--- src/rtl/fetch_pkg.sv ---
// fetch_pkg: shared types and constants for the instruction-fetch stage
package fetch_pkg;
  typedef enum logic [1:0] {FILL, RUN, HALT} fetch_state_t;
  localparam int INSTR_W = 32;
  localparam int RS1_LSB = 15;
  localparam int RS2_LSB = 20;
  localparam int RD_LSB  = 7;
  localparam int FIELD_W = 5;
  localparam int PC_STEP = 4;
endpackage

--- src/rtl/fetch_stage_if.sv ---
// fetch_stage_if: instruction-memory, downstream handshake and control signals of the fetch stage
interface fetch_stage_if #(parameter int A_WIDTH = 32);
  import fetch_pkg::*;
  logic [A_WIDTH-1:0] imem_addr;
  logic [INSTR_W-1:0] imem_rdata;
  logic               valid_out;
  logic               ready_in;
  logic [INSTR_W-1:0] instr;
  logic [A_WIDTH-1:0] pc_out;
  logic [FIELD_W-1:0] rs1;
  logic [FIELD_W-1:0] rs2;
  logic [FIELD_W-1:0] rd;
  logic               branch_taken;
  logic [A_WIDTH-1:0] branch_target;
  logic               halt;
  modport master (
    output imem_addr, valid_out, instr, pc_out, rs1, rs2, rd,
    input  imem_rdata, ready_in, branch_taken, branch_target, halt
  );
  modport slave (
    input  imem_addr, valid_out, instr, pc_out, rs1, rs2, rd,
    output imem_rdata, ready_in, branch_taken, branch_target, halt
  );
endinterface

--- src/rtl/pc_next_sel.sv ---
// pc_next_sel: next-pc / fetch-address selection (sequential, branch redirect or hold)
module pc_next_sel import fetch_pkg::*; #(
  parameter int A_WIDTH = 32
) (
  input  fetch_state_t       state,
  input  logic               accept,
  input  logic               branch_taken,
  input  logic [A_WIDTH-1:0] branch_target,
  input  logic [A_WIDTH-1:0] pc_q,
  output logic [A_WIDTH-1:0] pc_next
);
  always_comb
    pc_next = (state == RUN && accept)
            ? (branch_taken ? (branch_target & ~A_WIDTH'(3)) : pc_q + A_WIDTH'(PC_STEP))
            : pc_q;
endmodule

--- src/rtl/fetch_stage.sv ---
// fetch_stage: pc register, fill/run/halt control and instruction presentation with valid/ready
module fetch_stage import fetch_pkg::*; #(
  parameter int                 A_WIDTH  = 32,
  parameter logic [A_WIDTH-1:0] RESET_PC = '0
) (
  input  logic                 clk,
  input  logic                 rst_n,
  fetch_stage_if.master        bus,
  output logic [31:0]          retire_cnt
);
  fetch_state_t       state, state_next;
  logic [A_WIDTH-1:0] pc_q, pc_next;
  logic               accept;
  assign bus.valid_out = (state == RUN);
  assign accept        = bus.valid_out && bus.ready_in;
  pc_next_sel #(.A_WIDTH(A_WIDTH)) u_sel (
    .state(state),
    .accept(accept),
    .branch_taken(bus.branch_taken),
    .branch_target(bus.branch_target),
    .pc_q(pc_q),
    .pc_next(pc_next)
  );
  // memory is addressed with the next pc so a stall re-reads the same word
  assign bus.imem_addr = pc_next;
  assign bus.instr     = bus.imem_rdata;
  assign bus.pc_out    = pc_q;
  assign bus.rs1       = bus.instr[RS1_LSB +: FIELD_W];
  assign bus.rs2       = bus.instr[RS2_LSB +: FIELD_W];
  assign bus.rd        = bus.instr[RD_LSB +: FIELD_W];
  always_comb
    state_next = bus.halt ? HALT : (state == HALT ? FILL : RUN);
  always_ff @(posedge clk or negedge rst_n)
    if (!rst_n) begin
      state      <= FILL;
      pc_q       <= RESET_PC;
      retire_cnt <= '0;
    end else begin
      state <= state_next;
      pc_q  <= pc_next;
      if (accept) retire_cnt <= retire_cnt + 32'd1;
    end
endmodule

--- src/flat_wrapper.sv ---
// flat-port wrapper written by rule: the top's interface ports become plain ports
module fetch_stage_flat import fetch_pkg::*;
#(
  parameter int                 A_WIDTH  = 32,
  parameter logic [A_WIDTH-1:0] RESET_PC = '0
)
  (clk, rst_n, retire_cnt, bus_imem_addr, bus_valid_out, bus_instr, bus_pc_out, bus_rs1, bus_rs2, bus_rd, bus_imem_rdata, bus_ready_in, bus_branch_taken, bus_branch_target, bus_halt);
  fetch_stage_if #(.A_WIDTH(A_WIDTH)) bus_i ();
  input  logic clk;
  input  logic rst_n;
  output logic [31:0] retire_cnt;
  output wire logic [$bits(bus_i.imem_addr)-1:0] bus_imem_addr;
  output wire logic [$bits(bus_i.valid_out)-1:0] bus_valid_out;
  output wire logic [$bits(bus_i.instr)-1:0] bus_instr;
  output wire logic [$bits(bus_i.pc_out)-1:0] bus_pc_out;
  output wire logic [$bits(bus_i.rs1)-1:0] bus_rs1;
  output wire logic [$bits(bus_i.rs2)-1:0] bus_rs2;
  output wire logic [$bits(bus_i.rd)-1:0] bus_rd;
  input wire logic [$bits(bus_i.imem_rdata)-1:0] bus_imem_rdata;
  input wire logic [$bits(bus_i.ready_in)-1:0] bus_ready_in;
  input wire logic [$bits(bus_i.branch_taken)-1:0] bus_branch_taken;
  input wire logic [$bits(bus_i.branch_target)-1:0] bus_branch_target;
  input wire logic [$bits(bus_i.halt)-1:0] bus_halt;
  assign bus_imem_addr = bus_i.imem_addr;
  assign bus_valid_out = bus_i.valid_out;
  assign bus_instr = bus_i.instr;
  assign bus_pc_out = bus_i.pc_out;
  assign bus_rs1 = bus_i.rs1;
  assign bus_rs2 = bus_i.rs2;
  assign bus_rd = bus_i.rd;
  assign bus_i.imem_rdata = bus_imem_rdata;
  assign bus_i.ready_in = bus_ready_in;
  assign bus_i.branch_taken = bus_branch_taken;
  assign bus_i.branch_target = bus_branch_target;
  assign bus_i.halt = bus_halt;
  fetch_stage #(.A_WIDTH(A_WIDTH), .RESET_PC(RESET_PC)) u_core (.clk(clk), .rst_n(rst_n), .bus(bus_i), .retire_cnt(retire_cnt));
endmodule
--- config.mk ---
export PLATFORM = sky130hd
export DESIGN_NAME = fetch_stage_flat
export DESIGN_NICKNAME = d
export VERILOG_FILES = /design/src/rtl/fetch_pkg.sv /design/src/rtl/fetch_stage_if.sv /design/src/rtl/pc_next_sel.sv /design/src/rtl/fetch_stage.sv /design/src/flat_wrapper.sv
export SDC_FILE = /design/constraint.sdc
export NUM_CORES = 1
export LEC_CHECK = 0
export ABC_AREA = 1
export CAP_MARGIN = 0
export CORE_ASPECT_RATIO = 1.25
export CORE_MARGIN = 2
export CORE_UTILIZATION = 40
export CTS_BUF_LIST = sky130_fd_sc_hd__clkbuf_4
export DETAILED_ROUTE_END_ITERATION = 10
export GPL_TIMING_DRIVEN = 0
export PLACE_DENSITY = 0.81
export RECOVER_POWER = 100
export SLEW_MARGIN = 5
export SYNTH_ARGS = -nofsm -noshare
export SYNTH_HDL_FRONTEND = slang
export SYNTH_SLANG_ARGS = --single-unit
--- constraint.sdc ---
create_clock -name clk -period 1.5 [get_ports clk]
set_input_delay 0.225 -clock clk [delete_from_list [all_inputs] [get_ports clk]]
set_output_delay 0.225 -clock clk [all_outputs]
set_load 0.01 [all_outputs]
==> run summary <==
For this design the static power due to leakage is 0.004486 uW. The clock-pin slew on the worst setup and hold paths came out at 0.15 ns. The tools report the relative slew slack as 33.10%. Die height: 126.3 um. The count of endpoints failing setup in the final report was 87; the total track usage was 28.69%. The standard-cell row count was 44.

STA classifies the critical path endpoint as an output port. Across the run, the number of max-cap violations was 0. The congestion estimate from routability-driven global placement came to 0.9713.

After detailed routing, the number of remaining DRC violations is 0. Main combinational cell family by area after synthesis: simple AND/OR/NAND/NOR gates. The run gives 66 as the clock sink count. Most instantiated flip-flop cell in the synthesis netlist: sky130_fd_sc_hd__dfrtp_1.

The run gives 726 as the count of fill cells added during filler insertion. The number of buffers inserted by port buffering was 178; the number of antenna violations at the first check in global routing was 0. The post-route fraction of the period consumed by the critical path was 165.2%.

For the initial standard-cell utilization of the core, the log shows 40.99%. The largest individual stage delay along the critical path comes from the cell sky130_fd_sc_hd__dfrtp_2. The setup path with the least slack is of type reg -> out.

In the final layout, the share of cells above drive strength 1 is 50.19%. The required time of the worst setup path came out at 1.27 ns. The number of nets produced by synthesis was 767. The tools report the area of the mapped netlist as 4785 um2. Setup repair after global routing could not meet its margin everywhere. Data arrives at the worst endpoint at 2.25 ns. The clock tree skew after final layout was 0.04942 ns; the distinct cell type count after synthesis was 37.

The critical path contains buffers and inverters numbering 3 combined. The tools report the final number of hold-violating endpoints as 0. The final layout contains 1,114 nets. The logs give 0.4640 mV for the maximum ir drop on the vdd rail and 9 for the number of buffers added by the clock tree synthesis step. The count of antenna-violating nets left after detailed routing came out at 0. The kind of start point of the critical path was a register.

After synthesis, the share of cell area in mux cells is 0%. The area fraction in and, or, nand and nor cells after synthesis came out at 42.86%. The number of global-route vias before repair is 5,959. Timing analysis after detailed placement gives a worst setup slack of -1.163 ns.

In this run the power density over the cells is 918.5 nW/um2. The run finished, with violations left. Detailed placement ended at an HPWL of 11,900 um. In the final timing run, aggregate negative setup slack is -37.21 ns. After Yosys synthesis, full adders, half adders and majority gates account for 0.5230% of the synthesized area. After Yosys synthesis, XOR and XNOR cells account for 4.027% of the synthesized area. Largest delay contributor family on the critical path: simple AND/OR/NAND/NOR gates. In the layout the commonest cells are sky130_fd_sc_hd__nand2_1 (200), sky130_fd_sc_hd__buf_4 (154), sky130_fd_sc_hd__buf_6 (80), sky130_fd_sc_hd__dlygate4sd3_1 (49), sky130_fd_sc_hd__nand2_2 (46). TritonCTS built the clock tree. The final reports fail on negative setup slack. In this run, the number of DRC markers left after iteration 0 of detailed routing was 482.

Entering global routing, the biggest net connects 67 pins. Worst min-delay path category: in -> reg. Leaving out fill and tap cells, the most frequent cell in the layout is sky130_fd_sc_hd__nand2_1. The average wire length per cell after detail routing is 19.50 um, and the max-slew violation count is 0. Clock root buffer: sky130_fd_sc_hd__clkbuf_4.

0 antenna diodes ended up in the layout. Yosys mapped a number of flops with a built-in enable equal to 0. From synthesis to final layout, the design area changed by 89.20%. The iteration count of the initial detailed-routing pass was 5. At the pin with the least slew margin, the transition time is 1.003 ns. The shortest period the worst path allows was 2.477 ns. The core region is 11,670 um2. The logs give -0.9775 ns for the final worst-path setup slack and 403.6 MHz for the timing-limited maximum frequency. For the worst-skew pair, the clock arrives at the later sink with an insertion delay of 0.49 ns. Along the worst path, the maximum fanout reaches 4.

The run gives 213 as the number of primary I/O pins. The run gives 12,860 um2 as the area of the die. Measured along the x axis, the die boundary spans 101.8 um. Yosys printed 0 warnings. Counting every instance in the synthesized netlist gives 696. In this design, the critical path's most frequently occurring cell is sky130_fd_sc_hd__buf_6. The first-pass GRT wire length came out at 28,820 um. The routed via count was 6,525; the wire length reported by the detailed router was 23,580 um.

Sequential elements use 34.52% of the synthesized area. A synthesized cell averages 6.874 um2. The proportion of register bits with asynchronous set or reset after synthesis was 100.0%; the number of buffers on the longest clock path was 2.

Dividing the detail-routed via count by the number of cells gives 5.397. CTS built an H-tree with a depth of 3. Summed over all layers, the global routing overflow is 0. The compound-gate portion of the synthesized area came out at 4.838%. The register bit total from synthesis was 66. Walking the worst path, the cells encountered are buf_6, nand2_4, nor2_4, nand2_4, nor2_8, buf_6, nand2_2, nand2_1, nand3_1, nand2_1, nand2_2, buf_6.

The delay of the slowest cell on the worst path works out to 0.49 ns.
==> routing by layer <==
layer | share of wire, % | vias up | global-route usage (%)
li1 | - | 2828 | -
met1 | 32 | 3014 | 30.58
met2 | 49 | 516 | 51.28
met3 | 11 | 167 | 6.937
met4 | 8.2 | 0 | 14.98
met5 | 0 | - | 0
==> what timing repair did <==
action | 4_1_cts | 5_1_grt
endpoints found under the setup margin | 138 | 104
hold buffers | 1 | 0
gates resized for setup | 382 | 248
hold endpoints to repair | 66 | 0
pin swaps | 39 | 81
cloned | 2 | 1
buffers inserted | 117 | 49
==> final cells by class <==
type	count	area [um2]	area share, %
Timing Repair Buffer	336	3044	33.63
Tap cell	161	201.4	2.225
Buffer	57	457.9	5.059
Clock inverter	7	83.83	0.9261
Inverter	59	245.2	2.709
Sequential cell	66	1688	18.65
Clock buffer	9	67.56	0.7464
Multi-Input combinational cell	514	3264	36.06
==> cells by family after synthesis <==
family	count (synthesis)
adders and majority gates	2
and+or+nand+nor	452
xor gates and xnor gates	22
buffers and inverters	116
DFF	66
AOI/OAI and AO/OA	38
==> sequential cells by signal (all words and copies together), names as in the netlist <==
name               cells
u_core.retire_cnt     32
u_core.state           2
u_core.bus.pc_out     32
==> worst paths after layout <==
check,from,endpoint,slack (ns),cells after the start
max in group asynchronous,rst_n,u_core.bus.pc_out[15],0.27,2
worst min-delay path,bus_halt,u_core.state[1],0.34,1
min in group asynchronous,rst_n,u_core.bus.pc_out[21],0.41,2
worst max register to register,u_core.state[1],u_core.retire_cnt[19],-0.53,13
worst max-delay path,u_core.bus.pc_out[13],bus_imem_addr[26],-0.98,12
worst min register to register,u_core.bus.pc_out[1],u_core.bus.pc_out[1],0.54,2
==> per-stage QoR <==
step | hold WS [ns] | utilization [%] | total power, uW | cells | instance area [um2]
after global placement | 0.4743 | 58.33 | 5273 | 1035 | 6808
after detailed placement | 0.3914 | 58.31 | 5314 | 1035 | 6805
final | 0.3373 | 77.56 | 8315 | 1209 | 9052
after CTS | 0.2224 | 69.70 | 7392 | 1170 | 8135
after global routing | 0.3309 | 77.56 | 8591 | 1209 | 9052
after floorplan | -0.07059 | - | 3736 | 696 | 4825
==> Yosys cell counts (2+ instances only) <==
library cell | number | area, um2
sky130_fd_sc_hd__nand3_4 | 2 | 35.03
sky130_fd_sc_hd__o21ai_0 | 9 | 45.04
sky130_fd_sc_hd__nand3_1 | 40 | 200.2
sky130_fd_sc_hd__nor2_1 | 95 | 356.6
sky130_fd_sc_hd__a21oi_1 | 7 | 35.03
sky130_fd_sc_hd__buf_4 | 48 | 360.4
sky130_fd_sc_hd__nor2_4 | 12 | 135.1
sky130_fd_sc_hd__inv_2 | 3 | 11.26
sky130_fd_sc_hd__dfrtp_1 | 66 | 1652
sky130_fd_sc_hd__nand2_1 | 256 | 960.9
sky130_fd_sc_hd__o211ai_1 | 3 | 22.52
sky130_fd_sc_hd__nor3_1 | 5 | 25.02
sky130_fd_sc_hd__nand3_2 | 5 | 50.05
sky130_fd_sc_hd__o22ai_1 | 2 | 12.51
sky130_fd_sc_hd__o21ai_1 | 5 | 25.02
sky130_fd_sc_hd__nand4_1 | 5 | 31.28
sky130_fd_sc_hd__nand3b_1 | 8 | 60.06
sky130_fd_sc_hd__nand2_2 | 13 | 81.33
sky130_fd_sc_hd__inv_1 | 54 | 202.7
sky130_fd_sc_hd__xor2_1 | 11 | 96.34
sky130_fd_sc_hd__nor2_2 | 5 | 31.28
sky130_fd_sc_hd__ha_1 | 2 | 25.02
sky130_fd_sc_hd__buf_2 | 7 | 35.03
sky130_fd_sc_hd__a22oi_1 | 6 | 45.04
sky130_fd_sc_hd__xnor2_1 | 11 | 96.34
sky130_fd_sc_hd__nor2_8 | 2 | 40.04
sky130_fd_sc_hd__o21bai_1 | 4 | 30.03
==> power by group <==
group / switching (uW) / internal, uW / total, uW
Clock: 809 / 656 / 1470
Combinational: 2250 / 2130 / 4380
Sequential: 373 / 2100 / 2470
Total: 3430 / 4890 / 8310
Power figures use the tool's default switching activity.
